<file path="src/rtl/arb_pkg.sv">
// arb_pkg: shared state encoding and default widths for the cache arbiter
package arb_pkg;
  localparam int LINE_W_DEF = 256;
  localparam int ADDR_W_DEF = 32;
  typedef enum logic [1:0] {IDLE, SERVE_I, SERVE_D} state_t;
endpackage

</file>
<file path="src/rtl/cache_arbiter.sv">
// cache_arbiter: round-robin arbitration of I-cache and D-cache line requests onto one memory port
module cache_arbiter
  import arb_pkg::*;
#(
  parameter int LINE_W = LINE_W_DEF,
  parameter int ADDR_W = ADDR_W_DEF
) (
  input  logic              clk,
  input  logic              rst,
  input  logic              i_pmem_read,
  input  logic [ADDR_W-1:0] i_pmem_address,
  output logic [LINE_W-1:0] i_pmem_rdata,
  output logic              i_pmem_resp,
  input  logic              d_pmem_read,
  input  logic              d_pmem_write,
  input  logic [ADDR_W-1:0] d_pmem_address,
  input  logic [LINE_W-1:0] d_pmem_wdata,
  output logic [LINE_W-1:0] d_pmem_rdata,
  output logic              d_pmem_resp,
  output logic              mem_read,
  output logic              mem_write,
  output logic [ADDR_W-1:0] mem_address,
  output logic [LINE_W-1:0] mem_wdata,
  input  logic [LINE_W-1:0] mem_rdata,
  input  logic              mem_resp
);
  state_t            state;
  logic              last_grant;
  logic [ADDR_W-1:0] req_addr;
  logic [LINE_W-1:0] req_wdata;
  logic              req_write;
  logic              d_act;
  logic              grant_i;
  logic              grant_d;
  // last_grant=1 means D was granted last, so I wins the next tie
  always_comb begin
    d_act   = d_pmem_read | d_pmem_write;
    grant_i = i_pmem_read & (~d_act | last_grant);
    grant_d = d_act & ~grant_i;
  end
  // grant in IDLE latches the request; service ends on mem_resp
  always_ff @(posedge clk) begin
    if (rst) begin
      state      <= IDLE;
      last_grant <= 1'b1;
      req_addr   <= '0;
      req_wdata  <= '0;
      req_write  <= 1'b0;
    end else if (state == IDLE) begin
      if (grant_i | grant_d) begin
        state      <= grant_i ? SERVE_I : SERVE_D;
        last_grant <= grant_d;
        req_addr   <= grant_i ? i_pmem_address : d_pmem_address;
        req_wdata  <= grant_i ? '0 : d_pmem_wdata;
        req_write  <= grant_d & d_pmem_write;
      end
    end else if (mem_resp) begin
      state <= IDLE;
    end
  end
  // memory side comes only from registered request state; resp is combinational on mem_resp
  always_comb begin
    mem_read     = (state != IDLE) & ~req_write;
    mem_write    = (state != IDLE) & req_write;
    mem_address  = req_addr;
    mem_wdata    = req_wdata;
    i_pmem_rdata = mem_rdata;
    d_pmem_rdata = mem_rdata;
    i_pmem_resp  = (state == SERVE_I) & mem_resp;
    d_pmem_resp  = (state == SERVE_D) & mem_resp;
  end
endmodule

</file>
<file path="config.mk">
export PLATFORM = sky130hd
export DESIGN_NAME = cache_arbiter
export DESIGN_NICKNAME = d
export VERILOG_FILES = /design/src/rtl/arb_pkg.sv /design/src/rtl/cache_arbiter.sv
export SDC_FILE = /design/constraint.sdc
export NUM_CORES = 1
export LEC_CHECK = 0
export BUFFER_PORTS_ARGS = -buffer_cell sky130_fd_sc_hd__clkbuf_2
export CAP_MARGIN = 20
export CORE_AREA = 2 2 539 541
export DETAILED_ROUTE_END_ITERATION = 8
export DIE_AREA = 0 0 541 543
export PLACE_DENSITY = 0.3
export SYNTH_ARGS = -nofsm -noshare
export SYNTH_HDL_FRONTEND = slang
export SYNTH_SLANG_ARGS = --single-unit
export TNS_END_PERCENT = 50
</file>
<file path="constraint.sdc">
create_clock -name clk -period 4.7 [get_ports clk]
set_clock_uncertainty 0.2 [all_clocks]
set_input_delay 0.47 -clock clk [delete_from_list [all_inputs] [get_ports clk]]
set_output_delay 0.47 -clock clk [all_outputs]
set_load 0.1 [all_outputs]
</file>
==> impl_metrics.csv, run 1 <==
group,metric,value,unit
floorplan,die_h,543,um
logic_synthesis,synth_async_sr_flop_share,0,
pwr,cellPowerDensity,428,mW/mm^2
clock_tree,cts_buffer_depth,3,
worst_setup_path,cp-start-kind,"register",
logic_synthesis,synth_area_per_cell,8.00,sq um
hold_path,min-delay-start,"d_pmem_wdata[201]",
global_route,use_met2,0.153,
place,gp_congestion,0.796,
floorplan,ios,1386,
floorplan,core_region_area,0.287,sq mm
pwr,cellLeakagePower,8.34,nW
routing,post_drt_wl_per_cell,26.0,um
floorplan,num_rows,197,
worst_setup_path,critPathMaxFanout,42,
cells_and_area,fill_cells,33882,
logic_synthesis,syn-cell-area,0.0151,sq mm
routing,viasPerCell,2.60,
clock_tree,clock_sinks,292,
clock_tree,post_cts_buffers,0,
sta,fin_setup_tns,0,ns
global_route,grt_pass1_wl,192,mm
floorplan,start_util,0.0527,
clock_tree,root_buffer,"clkbuf_16",
worst_setup_path,r2r-start,"state[1]$_SDFFE_PP0P_",
logic_synthesis,syn-instance-count,1894,
global_route,grtUsageMet1,0.0907,
global_route,grt_pass1_vias,15916,
pwr,irDropWorstVdd,0.272,mV
global_route,busiest_layer,"met2",
sta,max_slew_margin,0.276,
sta,finalCriticalPeriod,3.19,ns
cells_and_area,area_growth,55.0,%
routing,ant_nets,0,
routing,drt-total-wl,157,mm
logic_synthesis,synth_edf_count,0,
routing,remaining_drc_errors,0,
logic_synthesis,seq_area_frac_synth,0.386,
clock_tree,post_cts_resized,0,
logic_synthesis,synth.distinct_cells,24,
logic_synthesis,synth_ff_type,"dfxtp_1",
clock_tree,clock_latency,0.70,ns
clock_tree,cts_max_level,2,
sta,max_freq,0.313,GHz
global_route,grt-ovfl-total,0,
place,port_buffers,617,
routing,drtIter0Drc,1100,
sta,worstMarginPinSlew,1.09,ns
hold_path,holdCritPathClass,"in -> reg",
logic_synthesis,ys_ff_latch,292,
clock_tree,cts_tree,"done",
floorplan,die_area,0.294,sq mm
global_route,grt.total_usage,0.102,
cells_and_area,final_area,0.0235,sq mm
status,status,"complete, no violations",
sta,setup_viol,0,
sta,finalMaxSlewViolations,0,
routing,first_pass_iters,6,
worst_setup_path,worstSetupPathType,"reg -> out",
worst_setup_path,worstPathArrival,2.52,ns
worst_setup_path,required,4.03,ns
run,max_cap_violations,0,
worst_setup_path,startpoint,"state[0]$_SDFFE_PP0P_",
floorplan,die_x,541,um
cells_and_area,drive_gt1_frac,0.316,
worst_setup_path,end_kind,"output port",
global_route,antenna_found_initial,61,
logic_synthesis,syn_nets,2476,
clock_tree,hold_buffers,321,
clock_tree,cts_buffers,45,
sta,rsz0062_at_grt,"no",
logic_synthesis,synth_warnings,0,
place,hpwl,130,mm
global_route,grt_max_degree,162,
sta,fin_crit_sh,0.680,
place,place_area,0.0187,sq mm
sta,hold_viol_final,0,
routing,vias,15710,
cells_and_area,final_nets,2796,
global_route,use_met3,0.0945,
clock_tree,clk_pin_slew_worst_paths,0.05,ns
placed cells by master (no fill, tap or decap), types with 2 or more instances in the layout:
master         instances
clkinvlp_4             3
inv_1                  2
nor2_4                 2
bufinv_16              2
clkbuf_16             45
clkinv_16              2
nand2_1                3
a311oi_1              32
dlygate4sd3_1        321
buf_12                 8
clkbuf_2             616
clkinv_2               5
o21ai_0              227
buf_4                  7
nor2_1                 3
clkbuf_1              10
a21oi_1              290
nand3_1              289
o21ai_1               63
dfxtp_1              292
diode_2               18
clkbuf_8              10
Yosys cell counts (all sizes together) (2+ instances only):
cell type  count  area [sq um]
a21oi        290          1450
a311oi        32           280
buf          561          4090
clkbuf       120           452
dfxtp        292          5850
inv            2          7.51
nand2          3          11.3
nand3        289          1450
nor2           5          21.3
o21ai        290          1450
logic make-up after synthesis:
| family | Yosys count | share of synthesized area |
|---|---|---|
| and+or+nand+nor | 303 | 0.101 |
| AOI/OAI and AO/OA | 616 | 0.213 |
| buffers and inverters | 683 | 0.300 |
| DFF | 292 | 0.386 |
routing by layer:
metal / vias to the layer above / routed length (um) / part of all wire
met5: - / 339 / 0.0022
met4: 12 / 9680 / 0.062
met3: 465 / 32700 / 0.21
met2: 1172 / 66200 / 0.42
met1: 7353 / 48000 / 0.31
li1: 6708 / - / -
per-stage QoR:
| stage | setup slack, ns | util | instances | hold slack, ns | power (W) |
|---|---|---|---|---|---|
| finish | 1.51 | 0.0817 | 6046 | 0.0934 | 0.0100 |
| global route | 1.31 | 0.0816 | 6038 | 0.0835 | 0.0105 |
| CTS | 1.32 | 0.0815 | 6028 | 0.00473 | 0.0104 |
| detailed placement | 1.89 | 0.0651 | 5627 | 0.265 | 0.00626 |
| global placement | 1.88 | 0.0650 | 5626 | 0.258 | 0.00626 |
| floorplan | 1.32 | - | 1894 | 0.258 | 0.00716 |
final timing paths:
check / end / slack (ns) / depth (start not counted)
setup / recovery: mem_write / 1.51 / 3
hold / removal: mem_wdata[201]$_SDFFE_PP0P_ / 0.09 / 3
setup reg to reg: mem_address[6]$_SDFFE_PP0P_ / 1.77 / 5
hold reg to reg: mem_wdata[164]$_SDFFE_PP0P_ / 0.27 / 2
layout make-up:
class | count | area, sq um | share of cell area
flip-flops and latches | 292 | 5850 | 0.249
multi-input cells | 919 | 4790 | 0.204
clock inverters | 15 | 205 | 0.00874
diodes | 18 | 45.0 | 0.00192
repair buffers | 954 | 6550 | 0.279
well taps | 3781 | 4730 | 0.201
inverters | 2 | 7.51 | 0.000320
clock buffers | 65 | 1300 | 0.0554
state kept, by name, summed over array words and instances, names as in the netlist:
signal,cells
req_write,1
state,2
mem_address,32
mem_wdata,256
last_grant,1
report_power, final:
part	switching [W]	internal [W]
logic	0.00291	0.000683
registers	0.000135	0.00270
clock network	0.00157	0.00205
total	0.00461	0.00543
critical path: stages, from the launching register on:
cell	delay, ns
dfxtp_1	0.46
or2_4	0.58
and2_1	0.23
clkbuf_2	0.53
Power figures use the tool's default switching activity.
==> inputs of run 2 (changes only) <==
--- a/config.mk
+++ b/config.mk
@@ -5,11 +5,12 @@
 export SDC_FILE = /design/constraint.sdc
 export NUM_CORES = 1
 export LEC_CHECK = 0
+export ABC_AREA = 1
 export BUFFER_PORTS_ARGS = -buffer_cell sky130_fd_sc_hd__clkbuf_2
 export CAP_MARGIN = 20
-export CORE_AREA = 2 2 539 541
+export CORE_AREA = 2 2 536 538
 export DETAILED_ROUTE_END_ITERATION = 8
-export DIE_AREA = 0 0 541 543
+export DIE_AREA = 0 0 538 540
 export PLACE_DENSITY = 0.3
 export SYNTH_ARGS = -nofsm -noshare
 export SYNTH_HDL_FRONTEND = slang
==> constraint.sdc (replaced) <==
create_clock -name clk -period 2.9 [get_ports clk]
set_clock_uncertainty 0.2 [all_clocks]
set_input_delay 0.29 -clock clk [delete_from_list [all_inputs] [get_ports clk]]
set_output_delay 0.29 -clock clk [all_outputs]
set_load 0.1 [all_outputs]
==> run 2 against run 1 <==
  * Sequential cell count stayed put
  * Setup slack worse by 1.3 ns
  * Synthesized area is 1.1% lower
  * Total power is 64% higher
  * Via count is 4.3% lower
  * Global-route usage is 0.27 points lower
  * Sequential share of layout area is 0.24 points lower
  * Cell count is 1.9% higher
  * Highest routed layer unchanged
  * Largest power group is now combinational cells
  * Critical path depth is 7 higher
  * Largest cell class unchanged
  * Worst hold slack better by 0.086 ns
  * Sequential power is 63% higher
==> impl_metrics.csv, run 2 <==
group,metric,value,unit
hold_path,holdCritPathClass,"in -> reg",
worst_setup_path,worstPathArrival,3.09,ns
pwr,power.total,0.0164,W
worst_setup_path,slowest_stage,"dlygate4sd3_1",
logic_synthesis,synth_async_sr_flop_share,0,
sta,finalCriticalPeriod,2.71,ns
sta,hold_viol_final,0,
floorplan,ios,1386,
logic_synthesis,synth_area_per_cell,7.65,sq um
routing,first_pass_iters,6,
sta,fin_crit_sh,0.934,
global_route,grt-ovfl-total,0,
pwr,clock_power_share,0.360,
worst_setup_path,worst_path_largest_cell_delay,0.56,ns
logic_synthesis,yosysTopAreaCell,"dfxtp_1",
place,hpwl,131,mm
global_route,grt_pass1_wl,184,mm
pwr,cellPowerDensity,693,mW/mm^2
global_route,antenna_found_initial,53,
sta,max_slew_margin,0.425,
logic_synthesis,seq_area_frac_synth,0.390,
place,gp_congestion,0.793,
routing,drtIter0Drc,819,
logic_synthesis,synth_top_area_share,0.390,
clock_tree,clock_latency,0.63,ns
cells_and_area,final_common_cell,"clkbuf_2",
global_route,grt_max_degree,98,
worst_setup_path,end_kind,"register",
global_route,grt.total_usage,0.0995,
routing,viasPerCell,2.44,
sta,finalMaxSlewViolations,0,
cells_and_area,largest_reg_flops,256,
sta,fin_setup_tns,0,ns
pwr,cellLeakagePower,9.05,nW
pwr,p_seq_frac,0.280,
logic_synthesis,syn-cell-area,0.0150,sq mm
global_route,busiest_layer,"met2",
sta,max_freq,0.369,GHz
floorplan,num_rows,196,
pwr,p_sw,0.00728,W
logic_synthesis,synth_area_leaders,"dfxtp_1 (39%), buf_4 (27%), nand3_1 (11%)",
floorplan,start_util,0.0527,
worst_setup_path,required,3.28,ns
logic_synthesis,yosysMostFrequentCell,"buf_4",
worst_setup_path,cp-start-kind,"input pin",
clock_tree,cts_max_level,2,
clock_tree,clock_sinks,292,
worst_setup_path,path_cells,"dlygate4sd3_1 -> clkbuf_2 -> nor2_2 -> nand2_1 -> nand2_4 -> buf_16 -> buf_16 -> nand2_1 -> a21oi_1 -> dlygate4sd3_1",
sta,worstMarginPinSlew,0.866,ns
logic_synthesis,ys_ff_latch,292,
worst_setup_path,worstSetupPathType,"in -> reg",
logic_synthesis,synth_ff_type,"dfxtp_1",
clock_tree,cts_tree,"done",
clock_tree,cts_buffer_depth,3,
pwr,switching_share,0.443,
worst_setup_path,critPathMaxFanout,97,
floorplan,core_region_area,0.284,sq mm
cells_and_area,final_cell_mix,"clkbuf_2 (615), dlygate4sd3_1 (335), nand2_1 (329)",
cells_and_area,final_nets,2934,
clock_tree,cts_buffers,44,
logic_synthesis,syn-instance-count,1958,
cells_and_area,area_growth,58.2,%
pwr,internal-power,0.00914,W
status,status,"complete, no violations",
floorplan,die_area,0.291,sq mm
place,port_buffers,617,
routing,ant_nets,0,
routing,post_drt_wl_per_cell,24.5,um
run,max_cap_violations,0,
floorplan,die_x,538,um
logic_synthesis,syn_nets,2540,
logic_synthesis,synth.distinct_cells,15,
sta,setup_viol,0,
global_route,grt_pass1_vias,15357,
floorplan,die_h,540,um
pwr,irDropWorstVdd,0.380,mV
clock_tree,root_buffer,"clkbuf_16",
clock_tree,clk_pin_slew_worst_paths,0.05,ns
sta,rsz0062_at_grt,"no",
logic_synthesis,synth_commonest_cells,"buf_4 (539), nand2_1 (330), nand3_1 (322), a21oi_1 (292), dfxtp_1 (292)",
logic_synthesis,synth_warnings,0,
routing,drt-total-wl,151,mm
global_route,use_met3,0.0997,
routing,remaining_drc_errors,0,
logic_synthesis,synth_edf_count,0,
cells_and_area,drive_gt1_frac,0.310,
routing,vias,15033,
global_route,grtUsageMet1,0.0880,
clock_tree,post_cts_buffers,0,
pwr,p_comb_frac,0.360,
global_route,use_met2,0.147,
==> run 2: cell count changes after synthesis, moves of 27 or more <==
cell,previous run,this run
o21ai_0,227,0
nand2_1,3,330
buf_4,512,539
a311oi_1,32,0
nand3_1,289,322
inv_1,2,68
o21ai_1,63,0
clkbuf_1,119,50
==> run 2: path summary, 6_finish.rpt <==
path / to / cells past startpoint / start / slack, ns
max: mem_wdata[93]$_SDFFE_PP0P_ / 10 / d_pmem_write / 0.19
min: state[0]$_SDFFE_PP0P_ / 5 / d_pmem_read / 0.18
max reg2reg: mem_wdata[66]$_SDFFE_PP0P_ / 6 / last_grant$_SDFFE_PP1P_ / 0.23
min reg2reg: mem_wdata[151]$_SDFFE_PP0P_ / 2 / mem_wdata[151]$_SDFFE_PP0P_ / 0.26
==> run 2: what timing repair did <==
action,in CTS,in global routing
hold buffers,335,0
gates resized for setup,0,3
setup endpoints to repair,0,7
endpoints found under the hold margin,291,0
==> run 2: logic make-up after synthesis <==
family | after synthesis | synth area share
buffers and inverters | 714 | 0.318
and+or+nand+nor | 658 | 0.192
AOI/OAI and AO/OA | 294 | 0.0992
DFF | 292 | 0.390
==> run 2: worst max-delay path: cells and delay by family <==
family                 cells  cell delay, ns
AO/OA/AOI/OAI              1            0.15
buffers and inverters      5            2.04
AND/OR/NAND/NOR            4            0.49
==> run 2: layout make-up <==
type / instances / area, sq um
Fill cell: 33535 / 261000
Clock inverter: 26 / 340
Antenna cell: 12 / 30.0
Sequential cell: 292 / 5850
Clock buffer: 52 / 1180
Timing Repair Buffer: 993 / 6960
Multi-Input combinational cell: 952 / 4380
Inverter: 69 / 259
Tap cell: 3762 / 4710
==> run 2: through the flow <==
stage          setup WS (ns)  cells  utilization  hold slack, ns  cell area, sq um
4_1_cts               0.0866   6146       0.0832          0.0857             23700
2_1_floorplan          0.373   1958            -           0.250             15000
5_1_grt               0.0137   6153       0.0833           0.183             23700
6_report               0.190   6158       0.0833           0.180             23700
3_3_place_gp           0.401   5733       0.0660           0.254             18800
3_5_place_dp           0.407   5733       0.0660           0.255             18800
==> run 2: power by group through the flow <==
stage	combinational, W	sequential, W	clock, W
2_1_floorplan	0.00455	0.00714	0
3_3_place_gp	0.00552	0.00468	0
3_5_place_dp	0.00551	0.00468	0
4_1_cts	0.00604	0.00460	0.00625
5_1_grt	0.00628	0.00464	0.00634
6_report	0.00592	0.00460	0.00591
==> run 2: layer usage <==
metal,share of wire,vias to the layer above
met3,0.23,439
met2,0.42,1095
met5,0.000086,-
met4,0.054,2
li1,-,6652
met1,0.30,6845
==> inputs of run 3 (changes only) <==
==> constraint.sdc (replaced) <==
create_clock -name clk -period 2.9 [get_ports clk]
set_clock_uncertainty 0.2 [all_clocks]
set_input_delay 0.29 -clock clk [delete_from_list [all_inputs] [get_ports clk]]
set_output_delay 0.29 -clock clk [all_outputs]
set_load 0.02 [all_outputs]
==> run 3 against run 2 <==
  * Non-clock buffer count grew 7
  * Critical path type is now reg -> reg
  * Die area is the same
  * Via count shrank 0.53%
  * Final area is essentially flat
  * Cell count grew 0.11%
  * Highest routed layer unchanged
  * Routed wire length shrank 0.63%
  * Critical endpoint is now mem_address[17]$_SDFFE_PP0P_
  * Largest power group is now clock
  * Global-route usage shrank 0.060 points
  * Maximum frequency grew 0.38%
  * Clock power shrank 3%
  * Sequential share of layout area is essentially flat
==> impl_metrics.csv, run 3 (same netlist as run 2, synthesis figures left out) <==
group,metric,value,unit
status,status,"complete, no violations",
worst_setup_path,worst_path_largest_cell_delay,0.56,ns
worst_setup_path,end_kind,"register",
global_route,grt_max_degree,86,
worst_setup_path,worstPathArrival,3.10,ns
cells_and_area,multi_input_area,0.00439,sq mm
place,gp_congestion,0.809,
cells_and_area,final_cell_mix,"clkbuf_2 (616), dlygate4sd3_1 (342), nand2_1 (328)",
worst_setup_path,cp-start-kind,"register",
sta,max_freq,0.370,GHz
clock_tree,clock_sinks,292,
pwr,clock_power_share,0.405,
sta,hold_viol_final,0,
routing,vias,14953,
clock_tree,clk_pin_slew_worst_paths,0.06,ns
clock_tree,cts_buffers,43,
cells_and_area,fill_cells,33495,
cells_and_area,area_growth,58.2,%
routing,remaining_drc_errors,0,
worst_setup_path,r2r_setup_slack,0.20,ns
worst_setup_path,path_cells,"inv_1 -> o21ai_4 -> buf_4 -> nand3_1 -> nand3_1 -> dlygate4sd3_1 -> nand2_1 -> dlygate4sd3_1 -> inv_1",
floorplan,ios,1386,
global_route,grt.total_usage,0.0989,
run,max_cap_violations,0,
pwr,switching_share,0.365,
cells_and_area,largest_reg_flops,256,
clock_tree,clock_latency,0.65,ns
cells_and_area,regArea,0.00585,sq mm
sta,finalMaxSlewViolations,0,
worst_setup_path,startpoint,"last_grant$_SDFFE_PP1P_",
sta,rsz0062_at_grt,"no",
worst_setup_path,critPathMaxFanout,33,
routing,drt-total-wl,150,mm
place,port_buffers,617,
pwr,internal-power,0.00896,W
pwr,p_comb_frac,0.270,
floorplan,die_h,540,um
sta,max_slew_margin,0.660,
cells_and_area,drive_gt1_frac,0.308,
clock_tree,cts_buffer_depth,3,
worst_setup_path,worstSetupEndpoint,"mem_address[17]$_SDFFE_PP0P_",
routing,first_pass_iters,7,
cells_and_area,utilization,0.0834,
worst_setup_path,slowest_stage,"dlygate4sd3_1",
place,hpwl,131,mm
pwr,irDropWorstVdd,0.416,mV
global_route,antenna_found_initial,54,
floorplan,num_rows,196,
routing,viasPerCell,2.43,
worst_setup_path,crit-reg2reg-capture,"mem_address[17]$_SDFFE_PP0P_",
worst_setup_path,cp_top_family,"buffers and inverters",
sta,fin_setup_tns,0,ns
clock_tree,cts_tree,"done",
floorplan,die_area,0.291,sq mm
sta,setup_viol,0,
pwr,cellPowerDensity,595,mW/mm^2
pwr,p_seq_frac,0.325,
pwr,cellLeakagePower,9.07,nW
routing,ant_nets,0,
routing,drtIter0Drc,797,
sta,fin_crit_sh,0.931,
floorplan,die_x,538,um
global_route,grt-ovfl-total,0,
floorplan,start_util,0.0527,
pwr,p_sw,0.00516,W
routing,post_drt_wl_per_cell,24.3,um
global_route,grt_pass1_vias,15262,
hold_path,holdCritPathClass,"in -> reg",
clock_tree,cts_max_level,2,
worst_setup_path,required,3.30,ns
floorplan,core_region_area,0.284,sq mm
worst_setup_path,cp.depth,9,
sta,finalCriticalPeriod,2.70,ns
cells_and_area,fin_cells,6165,
worst_setup_path,worstSetupPathType,"reg -> reg",
clock_tree,root_buffer,"clkbuf_16",
worst_setup_path,worst_r2r_path_depth,9,
cells_and_area,final_nets,2940,
cells_and_area,final_common_cell,"clkbuf_2",
worst_setup_path,r2r-start,"last_grant$_SDFFE_PP1P_",
global_route,grt_pass1_wl,183,mm
sta,worstMarginPinSlew,0.509,ns
worst_setup_path,crit_buf_inv,5,
place,dpl.cell_count,5731,
[run 3: cell count changes in the layout (fill, tap and decap cells not counted), sizes merged]
cell,change
clkinv,-2
dlygate4sd3,+7
bufinv,-4
clkbuf,+11
clkinvlp,-4
buf,-1
[run 3: per-layer routing]
metal,part of all wire,vias to the layer above,wire length [um],global-route usage
li1,-,6667,-,-
met1,0.29,6774,44000,0.0844
met2,0.42,1102,63400,0.149
met3,0.23,406,34600,0.100
met4,0.052,4,7830,0.0488
met5,0.00073,-,110,0.00316
[run 3: timing repair]
item	4_1_cts	5_1_grt
hold buffers	342	0
endpoints found under the setup margin	0	1
gates resized for setup	0	1
buffers inserted	0	2
hold endpoints to repair	292	0
[run 3: final cells by class]
cell class                 instances  share of cell area
clock buffer                      62              0.0534
inverter                          69              0.0109
antenna                           12             0.00127
tap                             3762               0.198
timing repair buffer            1000               0.295
clock inverter                    16             0.00907
sequential                       292               0.246
multi-input combinational        952               0.185
[run 3: worst reg2reg max path, delay by kind of cell, from the launching register on]
kind,cells,cell delay [ns]
buf+inv,5,1.65
flops,1,0.40
compound gates,1,0.07
simple gates,3,0.31
[run 3: worst min path at each step]
stage | from | endpoint | slack (ns) | cells after the start
after detailed placement | mem_wdata[154]$_SDFFE_PP0P_ | mem_wdata[154]$_SDFFE_PP0P_ | 0.26 | 2
after global routing | d_pmem_write | req_write$_SDFFE_PP0P_ | 0.07 | 3
after CTS | d_pmem_write | req_write$_SDFFE_PP0P_ | 0.02 | 3
after floorplan | d_pmem_wdata[0] | mem_wdata[0]$_SDFFE_PP0P_ | 0.25 | 2
final | d_pmem_write | req_write$_SDFFE_PP0P_ | 0.06 | 3
after global placement | mem_wdata[154]$_SDFFE_PP0P_ | mem_wdata[154]$_SDFFE_PP0P_ | 0.25 | 2
[run 3: metrics by stage]
| step | setup WS [ns] | cell area, sq um | power (W) | hold slack, ns |
|---|---|---|---|---|
| after floorplan | 1.34 | 15000 | 0.00728 | 0.250 |
| after global placement | 0.580 | 18800 | 0.00804 | 0.254 |
| after CTS | 0.0500 | 23700 | 0.0146 | 0.0220 |
| after global routing | 0.0102 | 23700 | 0.0149 | 0.0675 |
| final | 0.200 | 23700 | 0.0141 | 0.0571 |
| after detailed placement | 0.537 | 18800 | 0.00804 | 0.255 |
[run 3: power groups by stage]
stage          sequential [W]  clock, W  combinational [W]
6_report              0.00459   0.00572            0.00381
5_1_grt               0.00463   0.00612            0.00416
4_1_cts               0.00459   0.00605            0.00392
3_5_place_dp          0.00467         0            0.00337
3_3_place_gp          0.00467         0            0.00338
2_1_floorplan         0.00506         0            0.00222
